==> src/rtl/ula_sequenciador_nibble_pkg.sv <==
`default_nettype none
// ============================================================================
// Module   : ula_pkg
// Brief    : Shared constants and types for the nibble-serial ALU sequencer:
//            FSM state encoding, nibble width and operation codes.
// Revision : 1.0 - initial release
// ============================================================================
package ula_pkg;

  // Width of one slice handled by the 4-bit adder/subtractor
  localparam int NIBBLE = 4;

  // Operation codes carried on modo_sub
  localparam logic OP_SOMA = 1'b0;
  localparam logic OP_SUB  = 1'b1;

  // Sequencer state encoding
  typedef enum logic [1:0] {
    ST_IDLE = 2'd0,
    ST_CALC = 2'd1,
    ST_DONE = 2'd2
  } state_t;

endpackage : ula_pkg
`default_nettype wire

==> src/rtl/ula_sequenciador_nibble_if.sv <==
`default_nettype none
// ============================================================================
// Module   : ula_sequenciador_nibble_if
// Brief    : Request/result bundle of the nibble-serial ALU sequencer.
//            master = requester, slave = sequencer.
// Revision : 1.0 - initial release
// ============================================================================
interface ula_sequenciador_nibble_if
  import ula_pkg::*;
#(
  parameter int N_NIBBLES = 2
) ();

  localparam int W = NIBBLE * N_NIBBLES;

  logic         start;
  logic [W-1:0] a_in;
  logic [W-1:0] b_in;
  logic         modo_sub;
  logic         busy;
  logic         done;
  logic [W-1:0] resultado;
  logic         cout;
  logic         ov;
  logic         zero;

  modport master (
    output start, a_in, b_in, modo_sub,
    input  busy, done, resultado, cout, ov, zero
  );

  modport slave (
    input  start, a_in, b_in, modo_sub,
    output busy, done, resultado, cout, ov, zero
  );

endinterface : ula_sequenciador_nibble_if
`default_nettype wire

==> src/rtl/ula_sequenciador_nibble_somador.sv <==
`default_nettype none
// ============================================================================
// Module   : somador_subtrator_4bits
// Brief    : 4-bit adder/subtractor. In subtract mode B is inverted; the +1
//            of two's complement comes in through cin_inicial.
// Revision : 1.0 - initial release
// ============================================================================
module somador_subtrator_4bits
  import ula_pkg::*;
(
  input  logic [NIBBLE-1:0] a,
  input  logic [NIBBLE-1:0] b,
  input  logic              modo_sub,
  input  logic              cin_inicial,
  output logic [NIBBLE:0]   s,
  output logic              ov
);

  logic [NIBBLE-1:0] b_eff;

  assign b_eff = b ^ {NIBBLE{modo_sub}};
  assign s     = {1'b0, a} + {1'b0, b_eff} + {{NIBBLE{1'b0}}, cin_inicial};
  assign ov    = (a[NIBBLE-1] == b_eff[NIBBLE-1]) && (s[NIBBLE-1] != a[NIBBLE-1]);

endmodule : somador_subtrator_4bits
`default_nettype wire

==> src/rtl/ula_sequenciador_nibble.sv <==
`default_nettype none
// ============================================================================
// Module   : ula_sequenciador_nibble
// Brief    : Widens a 4-bit adder/subtractor to 4*N_NIBBLES bits by feeding
//            it one nibble per cycle (LSB first) with a registered carry
//            chain, then publishes result, carry, overflow and zero flags.
// Revision : 1.0 - initial release
// ============================================================================
module ula_sequenciador_nibble
  import ula_pkg::*;
#(
  parameter int N_NIBBLES = 2
) (
  input  logic                      clk,
  input  logic                      rst,
  ula_sequenciador_nibble_if.slave  bus
);

  localparam int              W      = NIBBLE * N_NIBBLES;
  localparam int              KW     = (N_NIBBLES > 1) ? $clog2(N_NIBBLES) : 1;
  localparam logic [KW-1:0]   K_LAST = KW'(N_NIBBLES - 1);

  state_t            state;
  state_t            state_nxt;
  logic [W-1:0]      a_r;
  logic [W-1:0]      b_r;
  logic              modo_r;
  logic [KW-1:0]     k;
  logic              carry_r;
  logic [W-1:0]      shadow;
  logic [W-1:0]      full;
  logic [W-1:0]      resultado_r;
  logic              cout_r;
  logic              ov_r;
  logic              zero_r;
  logic [NIBBLE-1:0] nib_a;
  logic [NIBBLE-1:0] nib_b;
  logic [NIBBLE:0]   s;
  logic              adder_ov_unused;
  logic              last;
  logic              b_msb_eff;

  assign nib_a     = a_r[k*NIBBLE +: NIBBLE];
  assign nib_b     = b_r[k*NIBBLE +: NIBBLE];
  assign last      = (state == ST_CALC) && (k == K_LAST);
  // Effective MSB of the second operand after the subtract inversion
  assign b_msb_eff = b_r[W-1] ^ modo_r;

  somador_subtrator_4bits u_somador (
    .a           (nib_a),
    .b           (nib_b),
    .modo_sub    (modo_r),
    .cin_inicial (carry_r),
    .s           (s),
    .ov          (adder_ov_unused)
  );

  // Shadow with the nibble being processed this cycle already merged in
  always_comb begin
    full = shadow;
    full[k*NIBBLE +: NIBBLE] = s[NIBBLE-1:0];
  end

  // State register
  always_ff @(posedge clk) begin
    if (rst) state <= ST_IDLE;
    else     state <= state_nxt;
  end

  // Next-state logic: accept in IDLE, walk nibbles in CALC, one DONE cycle
  always_comb begin
    state_nxt = state;
    case (state)
      ST_IDLE: if (bus.start) state_nxt = ST_CALC;
      ST_CALC: if (k == K_LAST) state_nxt = ST_DONE;
      ST_DONE: state_nxt = ST_IDLE;
      default: state_nxt = ST_IDLE;
    endcase
  end

  // Operand latch, nibble walk, carry chain and result publication
  always_ff @(posedge clk) begin
    if (rst) begin
      a_r         <= '0;
      b_r         <= '0;
      modo_r      <= 1'b0;
      k           <= '0;
      carry_r     <= 1'b0;
      shadow      <= '0;
      resultado_r <= '0;
      cout_r      <= 1'b0;
      ov_r        <= 1'b0;
      zero_r      <= 1'b1;
    end else begin
      case (state)
        ST_IDLE: begin
          if (bus.start) begin
            a_r     <= bus.a_in;
            b_r     <= bus.b_in;
            modo_r  <= bus.modo_sub;
            k       <= '0;
            carry_r <= (bus.modo_sub == OP_SUB);
          end
        end
        ST_CALC: begin
          shadow  <= full;
          carry_r <= s[NIBBLE];
          if (last) begin
            resultado_r <= full;
            cout_r      <= s[NIBBLE];
            ov_r        <= (a_r[W-1] == b_msb_eff) && (full[W-1] != a_r[W-1]);
            zero_r      <= (full == '0);
          end else begin
            k <= k + 1'b1;
          end
        end
        default: ;
      endcase
    end
  end

  assign bus.busy      = (state == ST_CALC);
  assign bus.done      = (state == ST_DONE);
  assign bus.resultado = resultado_r;
  assign bus.cout      = cout_r;
  assign bus.ov        = ov_r;
  assign bus.zero      = zero_r;

endmodule : ula_sequenciador_nibble
`default_nettype wire
==> src/flat_wrapper.sv <==
// flat-port wrapper written by rule: the top's interface ports become plain ports
module ula_sequenciador_nibble_flat import ula_pkg::*;
#(
  parameter int N_NIBBLES = 2
)
  (clk, rst, bus_start, bus_a_in, bus_b_in, bus_modo_sub, bus_busy, bus_done, bus_resultado, bus_cout, bus_ov, bus_zero);
  ula_sequenciador_nibble_if #(.N_NIBBLES(N_NIBBLES)) bus_i ();
  input  logic clk;
  input  logic rst;
  input wire logic [$bits(bus_i.start)-1:0] bus_start;
  input wire logic [$bits(bus_i.a_in)-1:0] bus_a_in;
  input wire logic [$bits(bus_i.b_in)-1:0] bus_b_in;
  input wire logic [$bits(bus_i.modo_sub)-1:0] bus_modo_sub;
  output wire logic [$bits(bus_i.busy)-1:0] bus_busy;
  output wire logic [$bits(bus_i.done)-1:0] bus_done;
  output wire logic [$bits(bus_i.resultado)-1:0] bus_resultado;
  output wire logic [$bits(bus_i.cout)-1:0] bus_cout;
  output wire logic [$bits(bus_i.ov)-1:0] bus_ov;
  output wire logic [$bits(bus_i.zero)-1:0] bus_zero;
  assign bus_i.start = bus_start;
  assign bus_i.a_in = bus_a_in;
  assign bus_i.b_in = bus_b_in;
  assign bus_i.modo_sub = bus_modo_sub;
  assign bus_busy = bus_i.busy;
  assign bus_done = bus_i.done;
  assign bus_resultado = bus_i.resultado;
  assign bus_cout = bus_i.cout;
  assign bus_ov = bus_i.ov;
  assign bus_zero = bus_i.zero;
  ula_sequenciador_nibble #(.N_NIBBLES(N_NIBBLES)) u_core (.clk(clk), .rst(rst), .bus(bus_i));
endmodule
==> config.mk <==
export PLATFORM = sky130hd
export DESIGN_NAME = ula_sequenciador_nibble_flat
export DESIGN_NICKNAME = d
export VERILOG_FILES = /design/src/rtl/ula_sequenciador_nibble_pkg.sv /design/src/rtl/ula_sequenciador_nibble_if.sv /design/src/rtl/ula_sequenciador_nibble_somador.sv /design/src/rtl/ula_sequenciador_nibble.sv /design/src/flat_wrapper.sv
export SDC_FILE = /design/constraint.sdc
export NUM_CORES = 1
export LEC_CHECK = 0
export ABC_AREA = 1
export CORE_MARGIN = 5
export CORE_UTILIZATION = 39
export DETAILED_ROUTE_END_ITERATION = 16
export HOLD_SLACK_MARGIN = 0.06
export PLACE_DENSITY_LB_ADDON = 0.15
export REMOVE_ABC_BUFFERS = 1
export SETUP_SLACK_MARGIN = 0.02
export SLEW_MARGIN = 10
export SYNTH_ARGS = -nofsm -noshare
export SYNTH_HDL_FRONTEND = slang
export SYNTH_SLANG_ARGS = --single-unit
==> constraint.sdc <==
create_clock -name clk -period 4.4 [get_ports clk]
set_input_delay 0.44 -clock clk [delete_from_list [all_inputs] [get_ports clk]]
set_output_delay 0.44 -clock clk [all_outputs]
set_load 0.1 [all_outputs]
==> results of run 1 <==
-- state kept, by name, summed over array words and instances (netlist names) --
signal / flops
u_core.shadow: 5
u_core.bus.resultado: 8
u_core.b_r: 8
u_core.bus.cout: 1
u_core.bus.ov: 1
u_core.a_r: 8
u_core.k: 1
u_core.carry_r: 1
u_core.state: 2
u_core.bus.zero: 1
u_core.modo_r: 1
-- report_power, final --
part           total [mW]  internal, mW  switching (mW)
clock               0.229         0.110           0.119
sequential          0.374         0.359          0.0157
combinational       0.183        0.0676           0.115
total               0.786         0.536           0.250
-- layout by cell type, fill, tap and decap left out --
master,count
clkbuf_8,5
a211oi_1,1
a21oi_1,13
nor3_1,1
dfxtp_1,37
o21ai_0,23
xnor2_1,1
clkbuf_1,1
nand2_1,47
inv_1,23
xor2_1,5
inv_2,4
ha_1,3
nor3_4,1
fa_1,2
nor2_1,31
o21ai_2,6
nand3_1,11
nor2_4,1
nor2_8,1
inv_4,1
or2_2,2
clkdlybuf4s50_1,32
nand4_1,2
o211ai_1,2
nand2_4,1
clkinv_2,2
-- per-layer routing --
| metal | global-route usage [%] | routed length [µm] | up-vias | part of all wire [%] |
|---|---|---|---|---|
| met3 | 4.96 | 221 | 7 | 6.4 |
| met5 | 0 | 0 | - | 0 |
| met1 | 15.2 | 1680 | 606 | 49 |
| met2 | 18.9 | 1470 | 29 | 43 |
| li1 | - | - | 781 | - |
| met4 | 5.24 | 63 | 0 | 1.8 |
-- critical path: cells and delay by family, from the launching register on --
family,cells,cell delay [ns]
XOR/XNOR,1,0.16
adder cells (fa/ha/maj),2,0.87
buffers and inverters,3,0.50
flip-flops,1,0.64
AND/OR/NAND/NOR,5,0.38
-- layout make-up --
class / instances / area share [%]
clock buffer: 6 / 3.39
sequential: 37 / 34.6
tap: 52 / 3.04
multi-input combinational: 154 / 38.4
inverter: 28 / 5.03
clock inverter: 2 / 0.468
timing repair buffer: 32 / 15.0
-- through the flow --
step	instance area (µm²)	worst slack, ns	cells
4_1_cts	2140	1.73	311
5_1_grt	2140	1.45	311
2_1_floorplan	1670	2.08	219
6_report	2140	1.76	311
3_3_place_gp	2060	1.83	303
3_5_place_dp	2060	1.75	303
-- worst min path at each step --
stage                                                      end  slack, ns                            startpoint
after floorplan                     u_core.a_r[1]$_SDFFE_PP0P_       0.43            u_core.a_r[1]$_SDFFE_PP0P_
after global placement              u_core.a_r[1]$_SDFFE_PP0P_       0.44            u_core.a_r[1]$_SDFFE_PP0P_
after detailed placement  u_core.bus.resultado[3]$_SDFFE_PP0P_       0.44  u_core.bus.resultado[3]$_SDFFE_PP0P_
after CTS                 u_core.bus.resultado[3]$_SDFFE_PP0P_       0.45  u_core.bus.resultado[3]$_SDFFE_PP0P_
after global routing                u_core.a_r[1]$_SDFFE_PP0P_       0.48            u_core.a_r[1]$_SDFFE_PP0P_
final                     u_core.bus.resultado[3]$_SDFFE_PP0P_       0.45  u_core.bus.resultado[3]$_SDFFE_PP0P_
-- cells by family (layout without fill, tap and decap cells) --
kind of cell             count (synthesis)  count (layout)  share of synthesized area [%]
AO/OA/AOI/OAI                           45              45                           14.9
XOR/XNOR                                 6               6                           3.06
adder cells (fa/ha/maj)                  5               5                           4.52
buffers and inverters                   37              68                           8.90
flip-flops                              37              37                           43.2
AND/OR/NAND/NOR                         98              98                           25.5
==> summary.txt, run 1 <==
Run status
  – Status: finished, final reports clean

Timing
  – Max Clock Skew: 0.00483 ns
  – Final worst-path cycle share: 60.1%
  – Minimum clock period: 2.64 ns
  – Max Slew Vio Count: 0
  – Hold WS: 0.452 ns
  – Rel. slew slack: 34.8%
  – Worst Tran Pin Value: 0.976 ns
  – Fin Setup TNS: 0 ns
  – Final hold vios: 0
  – Unrepaired setup endpoints after global routing: false
  – Highest clock rate: 0.378 GHz
  – # setup viols final: 0

Detailed routing
  – # DRC: 0
  – DRT iter0 DRCs: 51
  – Total Wirelength: 3430 µm
  – Wire length per cell: 11.0 µm
  – DRT Pass-1 Iters: 4
  – Final ANT Viol Nets: 0
  – Via count: 1423
  – Drt via density: 4.58

Setup path
  – Startpoint types: register
  – Crit Path Class: reg2reg
  – Worst setup endpoint: u_core.bus.zero$_SDFFE_PP1P_
  – RR Endpoint: u_core.bus.zero$_SDFFE_PP1P_
  – Worst r2r src: u_core.k$_SDFFE_PP0P_
  – Reg2reg path depth: 11
  – Element type at the critical path end: register
  – CP Cell Sequence: inv_1, nand2_1, nand2_1, xor2_1, fa_1, inv_1, fa_1, inv_1, nor3_1, nand4_1, nand2_1
  – CP Max Fanout: 14
  – WP data arrival: 2.83 ns
  – R2R Setup Slk: 1.76 ns
  – Critical Path RT: 4.59 ns
  – Setup crit start: u_core.k$_SDFFE_PP0P_
  – Slowest stage delay, CP: 0.64 ns
  – Slowest CP cell: dfxtp_1

Global routing
  – Initial antenna violation count: 0
  – Tot GR Track Use: 12.3%
  – Vias in the first global route: 1300
  – Global-route wire length before repair: 5890 µm
  – Largest net degree at the start of global routing: 23
  – Grt ovf: 0

Synth
  – Synth Register Bits: 37
  – Mapped Area: 1720 µm²
  – Cell taking the most area after synthesis: dfxtp_1
  – Count leader, synth: nand2_1
  – Post-Syn Instances: 228
  – Netlist cell types: 27
  – Synthesized area per cell: 7.52 µm²
  – Synth top area cells: dfxtp_1 (43%), nand2_1 (10%), nor2_1 (6.8%), o21ai_0 (6.7%), inv_1 (5.0%)
  – Top_reg_cell synth: dfxtp_1
  – Share of async-settable or async-resettable flops after synthesis: 0%
  – Post-synth top cells: nand2_1 (47), dfxtp_1 (37), nor2_1 (31), inv_1 (23), o21ai_0 (23)
  – Yosys top cell area share: 43.2%
  – Yosys warnings: 0
  – Post-synthesis sequential area ratio: 43.2%
  – Post-synth EDFFs: 0

Clocking
  – Post-CTS sizing: 0
  – CTS Buf Count: 5
  – CTS root buf: clkbuf_8
  – Worst-case clock buffer depth: 2
  – Clock slew at reported path FFs: 0.07 ns
  – Clock sinks: 37
  – CTS tree: built
  – Skew-Pair Late Insertion Delay: 0.29 ns
  – Post-CTS Setup Bufs: 0
  – CTS Hold Bufs: 0
  – CTS H-tree depth: 2

Worst hold path
  – Hold path depth: 2
  – Hold crit path type: reg2reg

Layout
  – # fillers: 455
  – Area of the multi-input gates: 822 µm²
  – # diodes: 0
  – Final layout net count: 283
  – Area Growth Syn to Fin: 24.7%
  – Final Util: 49.5%
  – FF/Latch Area: 741 µm²
  – Layout cells sized above 1: 9.27%

Placement
  – GP Congestion: 0.784
  – Number of port buffers: 32
  – DP HPWL: 2540 µm

Pwr
  – Power per Cell Area: 368 nW/µm²
  – Total Power: 0.786 mW
  – Maximum vdd drop: 0.000171 V
  – Leak Pwr: 0.964 nW

Floorplanning
  – Core ar.: 4320 µm²
  – Initial core utilization: 39.7%
  – Die area: 5820 µm²
  – # rows: 24
  – # IOs: 33
  – Die width: 76.3 µm
  – Die height: 76.3 µm

Run
  – Max_cap viols: 0
(Power assumes the default switching activity.)
==> run 2, diff against run 1 <==
clock period = 2.55 ns   (was 4.4 ns; I/O delays follow)
==> summary.txt, run 2 (synthesis results as in run 1) <==
Run status
  – Status: finished, final reports clean

Layout
  – Final layout net count: 288 (+1.8%)
  – # fillers: 466 (+2.4%)
  – Layout cells sized above 1: 15.6% (+6.3 points)
  – Area Growth Syn to Fin: 25.2%
  – Most common cell after layout, fill and taps aside: nand2_1
  – Commonest non-fill, non-tap cells in the layout: nand2_1 (47), dfxtp_1 (37), nor2_1 (31), inv_1 (23), o21ai_0 (23)
  – Area of the multi-input gates: 822 µm² (unchanged)
  – FF/Latch Area: 741 µm² (unchanged)
  – Final Util: 49.7% (+0.20 points)
  – # diodes: 0 (unchanged)

Timing
  – Unrepaired setup endpoints after global routing: false
  – Final hold vios: 0 (unchanged)
  – Minimum clock period: 2.14 ns (-0.505 ns)
  – Fin Setup TNS: 0 ns (unchanged)
  – Highest clock rate: 0.467 GHz (+24%)
  – # setup viols final: 0 (unchanged)
  – Final worst-path cycle share: 83.9% (+24 points)
  – Max Slew Vio Count: 0 (unchanged)
  – Max Clock Skew: 0.00264 ns (-0.00219 ns)
  – Rel. slew slack: 77.2% (+42 points)
  – Worst Tran Pin Value: 0.342 ns (-0.634 ns)

Detailed routing
  – # DRC: 0 (unchanged)
  – DRT Pass-1 Iters: 4 (unchanged)
  – Max layer used: met4
  – Total Wirelength: 3480 µm (+1.5%)
  – Drt via density: 4.60 (+0.53%)
  – DRT iter0 DRCs: 64 (+25%)
  – Via count: 1449 (+1.8%)
  – Wire length per cell: 11.1 µm (+0.23%)
  – WL met1: 1710 µm (+1.7%)
  – Met3 routed WL: 207 µm (-6.3%)
  – Routed met2 length: 1520 µm (+3.8%)
  – Final ANT Viol Nets: 0 (unchanged)

Global routing
  – Grt ovf: 0 (unchanged)
  – Initial antenna violation count: 0 (unchanged)
  – Vias in the first global route: 1420 (+9.2%)
  – Tot GR Track Use: 12.7% (+0.39 points)
  – Largest net degree at the start of global routing: 22 (-4.3%)
  – Global-route wire length before repair: 6160 µm (+4.6%)

Floorplanning
  – # rows: 24 (unchanged)
  – Core ar.: 4320 µm² (unchanged)
  – # IOs: 33 (unchanged)
  – Die area: 5820 µm² (unchanged)
  – Die width: 76.3 µm (unchanged)
  – Die height: 76.3 µm (unchanged)
  – Initial core utilization: 39.7% (unchanged)

Clocking
  – CTS root buf: clkbuf_8
  – CTS H-tree depth: 2 (unchanged)
  – Clock sinks: 37 (unchanged)
  – CTS Buf Count: 5 (unchanged)
  – Worst-case clock buffer depth: 2 (unchanged)
  – Clock slew at reported path FFs: 0.07 ns (about the same)
  – Post-CTS Setup Bufs: 0 (unchanged)
  – Skew-Pair Late Insertion Delay: 0.28 ns (about the same)
  – CTS Hold Bufs: 0 (unchanged)
  – CTS tree: built
  – Post-CTS sizing: 0 (unchanged)

Setup path
  – Element type at the critical path end: register
  – CP Max Fanout: 8 (-6)
  – Critical Path RT: 2.73 ns (-1.86 ns)
  – Crit Path Class: reg2reg
  – Startpoint types: register
  – R2R Setup Slk: 0.41 ns (-1.35 ns)
  – WP data arrival: 2.32 ns (-0.51 ns)

Worst hold path
  – Hold crit path type: reg2reg

Placement
  – DP HPWL: 2700 µm (+6.4%)
  – Number of port buffers: 32 (unchanged)
  – GP Congestion: 0.779 (-0.66%)

Pwr
  – Leak Pwr: 1.01 nW (+4.9%)
  – Power per Cell Area: 637 nW/µm² (+73%)
  – Maximum vdd drop: 0.000366 V (+110%)

Run
  – Max_cap viols: 0 (unchanged)
[run 2: cell types whose count changed in the layout (fill, tap and decap cells not counted)]
cell,delta
clkinv_2,-2
clkdlybuf4s50_1,-13
clkbuf_8,+1
buf_4,+18
[run 2: layer usage]
metal  GRT usage (%)  vias to the layer above
met5               0                        -
met2            20.4                       27
li1                -                      786
met4            3.67                        0
met1            15.6                      631
met3            5.20                        5
[run 2: power by group]
group / internal [mW] / total (mW) / switching [mW]
clock network: 0.214 / 0.399 / 0.185
registers: 0.619 / 0.644 / 0.0248
logic: 0.121 / 0.324 / 0.203
total: 0.954 / 1.37 / 0.413
[run 2: final timing paths]
check / from / endpoint / cells past startpoint
worst max-delay path: u_core.k$_SDFFE_PP0P_ / u_core.bus.zero$_SDFFE_PP1P_ / 11
worst min-delay path: u_core.bus.resultado[3]$_SDFFE_PP0P_ / u_core.bus.resultado[3]$_SDFFE_PP0P_ / 2
worst max register to register: u_core.k$_SDFFE_PP0P_ / u_core.bus.zero$_SDFFE_PP1P_ / 11
worst min register to register: u_core.bus.resultado[3]$_SDFFE_PP0P_ / u_core.bus.resultado[3]$_SDFFE_PP0P_ / 2
[run 2: metrics by stage]
stage	std cells	worst slack (ns)	total power, mW	cell area, µm²	hold WS (ns)
after floorplan	219	0.225	0.885	1670	0.324
after global placement	308	0.468	0.983	2060	0.434
after detailed placement	308	0.406	0.985	2060	0.442
after CTS	315	0.395	1.39	2150	0.455
after global routing	315	0.133	1.46	2150	0.475
final	315	0.410	1.37	2150	0.450
[run 2: worst max-delay path, stage by stage (launching register included)]
cell	delay, ns
dfxtp_1	0.39
inv_1	0.14
nand2_1	0.09
nand2_1	0.06
xor2_1	0.15
fa_1	0.42
inv_1	0.08
fa_1	0.44
inv_1	0.09
nor3_1	0.04
nand4_1	0.09
nand2_1	0.05
[run 2: area by class of cell]
| class | count | share of cell area, % |
|---|---|---|
| Inverter | 28 | 5.01 |
| Multi-Input combinational cell | 154 | 38.3 |
| Timing Repair Buffer | 37 | 15.2 |
| Clock buffer | 7 | 4.02 |
| Tap cell | 52 | 3.03 |
| Sequential cell | 37 | 34.5 |
==> run 3, diff against run 2 <==
clock period = 2 ns   (was 2.55 ns; I/O delays follow)
==> summary.txt, run 3 (synthesis results as in run 1) <==
Detailed routing
  – Drt via density: 4.74 (+3.1%)
  – DRT iter0 DRCs: 67 (+4.7%)
  – DRT Pass-1 Iters: 5 (+1)
  – Wire length per cell: 11.3 µm (+2.0%)
  – Via count: 1518 (+4.8%)
  – Total Wirelength: 3610 µm (+3.6%)
  – Final ANT Viol Nets: 0 (unchanged)
  – # DRC: 0 (unchanged)

Global routing
  – Vias in the first global route: 1383 (-2.6%)
  – Largest net degree at the start of global routing: 22 (unchanged)
  – Global-route wire length before repair: 6070 µm (-1.6%)
  – Tot GR Track Use: 12.6% (-0.16 points)
  – Initial antenna violation count: 0 (unchanged)
  – Grt ovf: 0 (unchanged)

Floorplanning
  – Initial core utilization: 39.7% (unchanged)
  – Die area: 5820 µm² (unchanged)
  – # IOs: 33 (unchanged)
  – Core ar.: 4320 µm² (unchanged)
  – # rows: 24 (unchanged)
  – Die height: 76.3 µm (unchanged)
  – Die width: 76.3 µm (unchanged)

Setup path
  – Cell depth of the worst setup path: 11 (unchanged)
  – R2R Setup Slk: 0.08 ns (-0.33 ns)
  – WP data arrival: 2.10 ns (-0.22 ns)
  – Setup crit start: u_core.k$_SDFFE_PP0P_
  – Slowest stage delay, CP: 0.42 ns (-0.02 ns)
  – CP Max Fanout: 7 (-1)
  – Delay-heaviest family, CP: adder cells
  – Worst r2r src: u_core.k$_SDFFE_PP0P_
  – Reg2reg path depth: 11 (unchanged)
  – Buf/Inv on CP: 4 (+1)
  – Element type at the critical path end: register
  – Critical Path RT: 2.18 ns (-0.55 ns)
  – Startpoint types: register
  – Crit Path Class: reg2reg
  – RR Endpoint: u_core.shadow[2]$_SDFFE_PP0P_
  – CP Cell Sequence: inv_4, buf_6, nand2_1, nand2_2, xnor2_2, buf_4, fa_2, xor2_2, inv_2, o21ai_2, a21oi_1
  – Slowest CP cell: fa_2

Timing
  – Rel. slew slack: 77.6% (+0.42 points)
  – Minimum clock period: 1.92 ns (-0.216 ns)
  – Worst Tran Pin Value: 0.335 ns (-0.00629 ns)
  – # setup viols final: 0 (unchanged)
  – Final Worst Setup Slack: 0.0754 ns (-0.334 ns)
  – Max Slew Vio Count: 0 (unchanged)
  – Max Clock Skew: 0.00483 ns (+0.00219 ns)
  – Hold WS: 0.451 ns (+0.00133 ns)
  – Final worst-path cycle share: 96.2% (+12 points)
  – Highest clock rate: 0.520 GHz (+11%)
  – Unrepaired setup endpoints after global routing: true
  – Final hold vios: 0 (unchanged)

Worst hold path
  – Hold EP: u_core.a_r[1]$_SDFFE_PP0P_
  – Hold path start: u_core.a_r[1]$_SDFFE_PP0P_
  – Hold crit path type: reg2reg
  – Hold path depth: 2 (unchanged)

Layout
  – Layout cells sized above 1: 28.4% (+13 points)
  – Commonest non-fill, non-tap cells in the layout: nand2_1 (39), dfxtp_1 (36), nor2_1 (31), o21ai_0 (20)
  – Most common cell after layout, fill and taps aside: nand2_1
  – Area of the multi-input gates: 935 µm² (+14%)
  – # diodes: 0 (unchanged)
  – Area Growth Syn to Fin: 34.8%
  – Final layout net count: 292 (+1.4%)
  – FF/Latch Area: 744 µm² (+0.51%)
  – Final Util: 53.5% (+3.8 points)
  – Post-Layout Cell Count: 320 (+1.6%)
  – Cell area after layout: 2310 µm² (+7.7%)
  – # fillers: 445 (-4.5%)

Clocking
  – Worst-case clock buffer depth: 2 (unchanged)
  – CTS H-tree depth: 2 (unchanged)
  – Clock sinks: 37 (unchanged)
  – CTS root buf: clkbuf_8
  – CTS Hold Bufs: 0 (unchanged)
  – Skew-Pair Late Insertion Delay: 0.29 ns (about the same)
  – CTS tree: built
  – Clock slew at reported path FFs: 0.07 ns (about the same)
  – CTS Buf Count: 5 (unchanged)

Placement
  – DP Worst Slack: -0.0737 ns (-0.480 ns)
  – Post-placement cell count: 311 (+0.97%)
  – Number of port buffers: 32 (unchanged)
  – GP Congestion: 0.795 (+2.0%)
  – Dpl cell area: 2100 µm² (+1.7%)
  – DP HPWL: 2660 µm (-1.6%)

Pwr
  – Leak Pwr: 1.05 nW (+4.3%)
  – Maximum vdd drop: 0.000446 V (+22%)
  – Power per Cell Area: 796 nW/µm² (+25%)

Run status
  – Status: finished, final reports clean

Run
  – Max_cap viols: 0 (unchanged)
## run 3: changes by cell type in the layout (fill, tap and decap cells not counted), sizes merged
cell and delta:
clkbuf -1, buf +4, clkinv +2
## run 3: what timing repair did
action                     4_1_cts  5_1_grt
setup endpoints to repair        9       11
pin swaps                        0        7
gates resized for setup          7       31
buffers inserted                 0        1
## run 3: how the worst max path moves through the flow
stage	endpoint	slack, ns
2_1_floorplan	u_core.bus.zero$_SDFFE_PP1P_	-0.32
3_5_place_dp	u_core.bus.resultado[7]$_SDFFE_PP0P_	-0.07
3_3_place_gp	u_core.shadow[7]$_SDFFE_PP0P_	-0.04
6_report	u_core.shadow[2]$_SDFFE_PP0P_	0.08
4_1_cts	u_core.shadow[7]$_SDFFE_PP0P_	0.02
5_1_grt	u_core.shadow[7]$_SDFFE_PP0P_	-0.003
## run 3: power by group
group          internal, mW  leakage [nW]  total [mW]  switching, mW
registers             0.789         0.304       0.820         0.0305
clock network         0.241        0.0450       0.495          0.254
logic                 0.213         0.705       0.526          0.313
total                  1.24          1.05        1.84          0.598
## run 3: cell type report
cell class | count | share of cell area, %
clock inverter | 2 | 0.433
tap | 52 | 2.81
timing repair buffer | 41 | 16.2
sequential | 37 | 32.2
inverter | 28 | 4.76
clock buffer | 6 | 3.14
multi-input combinational | 154 | 40.4
## run 3: per-stage QoR
stage	setup TNS (ns)	total power [mW]
floorplan	-1.94	1.13
global placement	-0.0733	1.28
detailed placement	-0.264	1.28
CTS	0	1.79
global route	-0.00266	1.94
finish	0	1.84
## run 3: metal layers
layer  wire length (µm)  vias to the layer above  GRT usage [%]  part of all wire [%]
met5                  0                        -              0                     0
met4                 52                        0           4.72                   1.4
met3                197                        6           4.26                   5.5
met2               1670                       31           20.5                    46
met1               1690                      681           15.2                    47
li1                   -                      800              -                     -
## run 3: worst reg2reg max path: stages (launching register included)
cell     delay (ns)
dfxtp_4        0.38
inv_4          0.04
buf_6          0.12
nand2_1        0.07
nand2_2        0.06
xnor2_2        0.13
buf_4          0.14
fa_2           0.42
xor2_2         0.23
inv_2          0.06
o21ai_2        0.11
a21oi_1        0.05
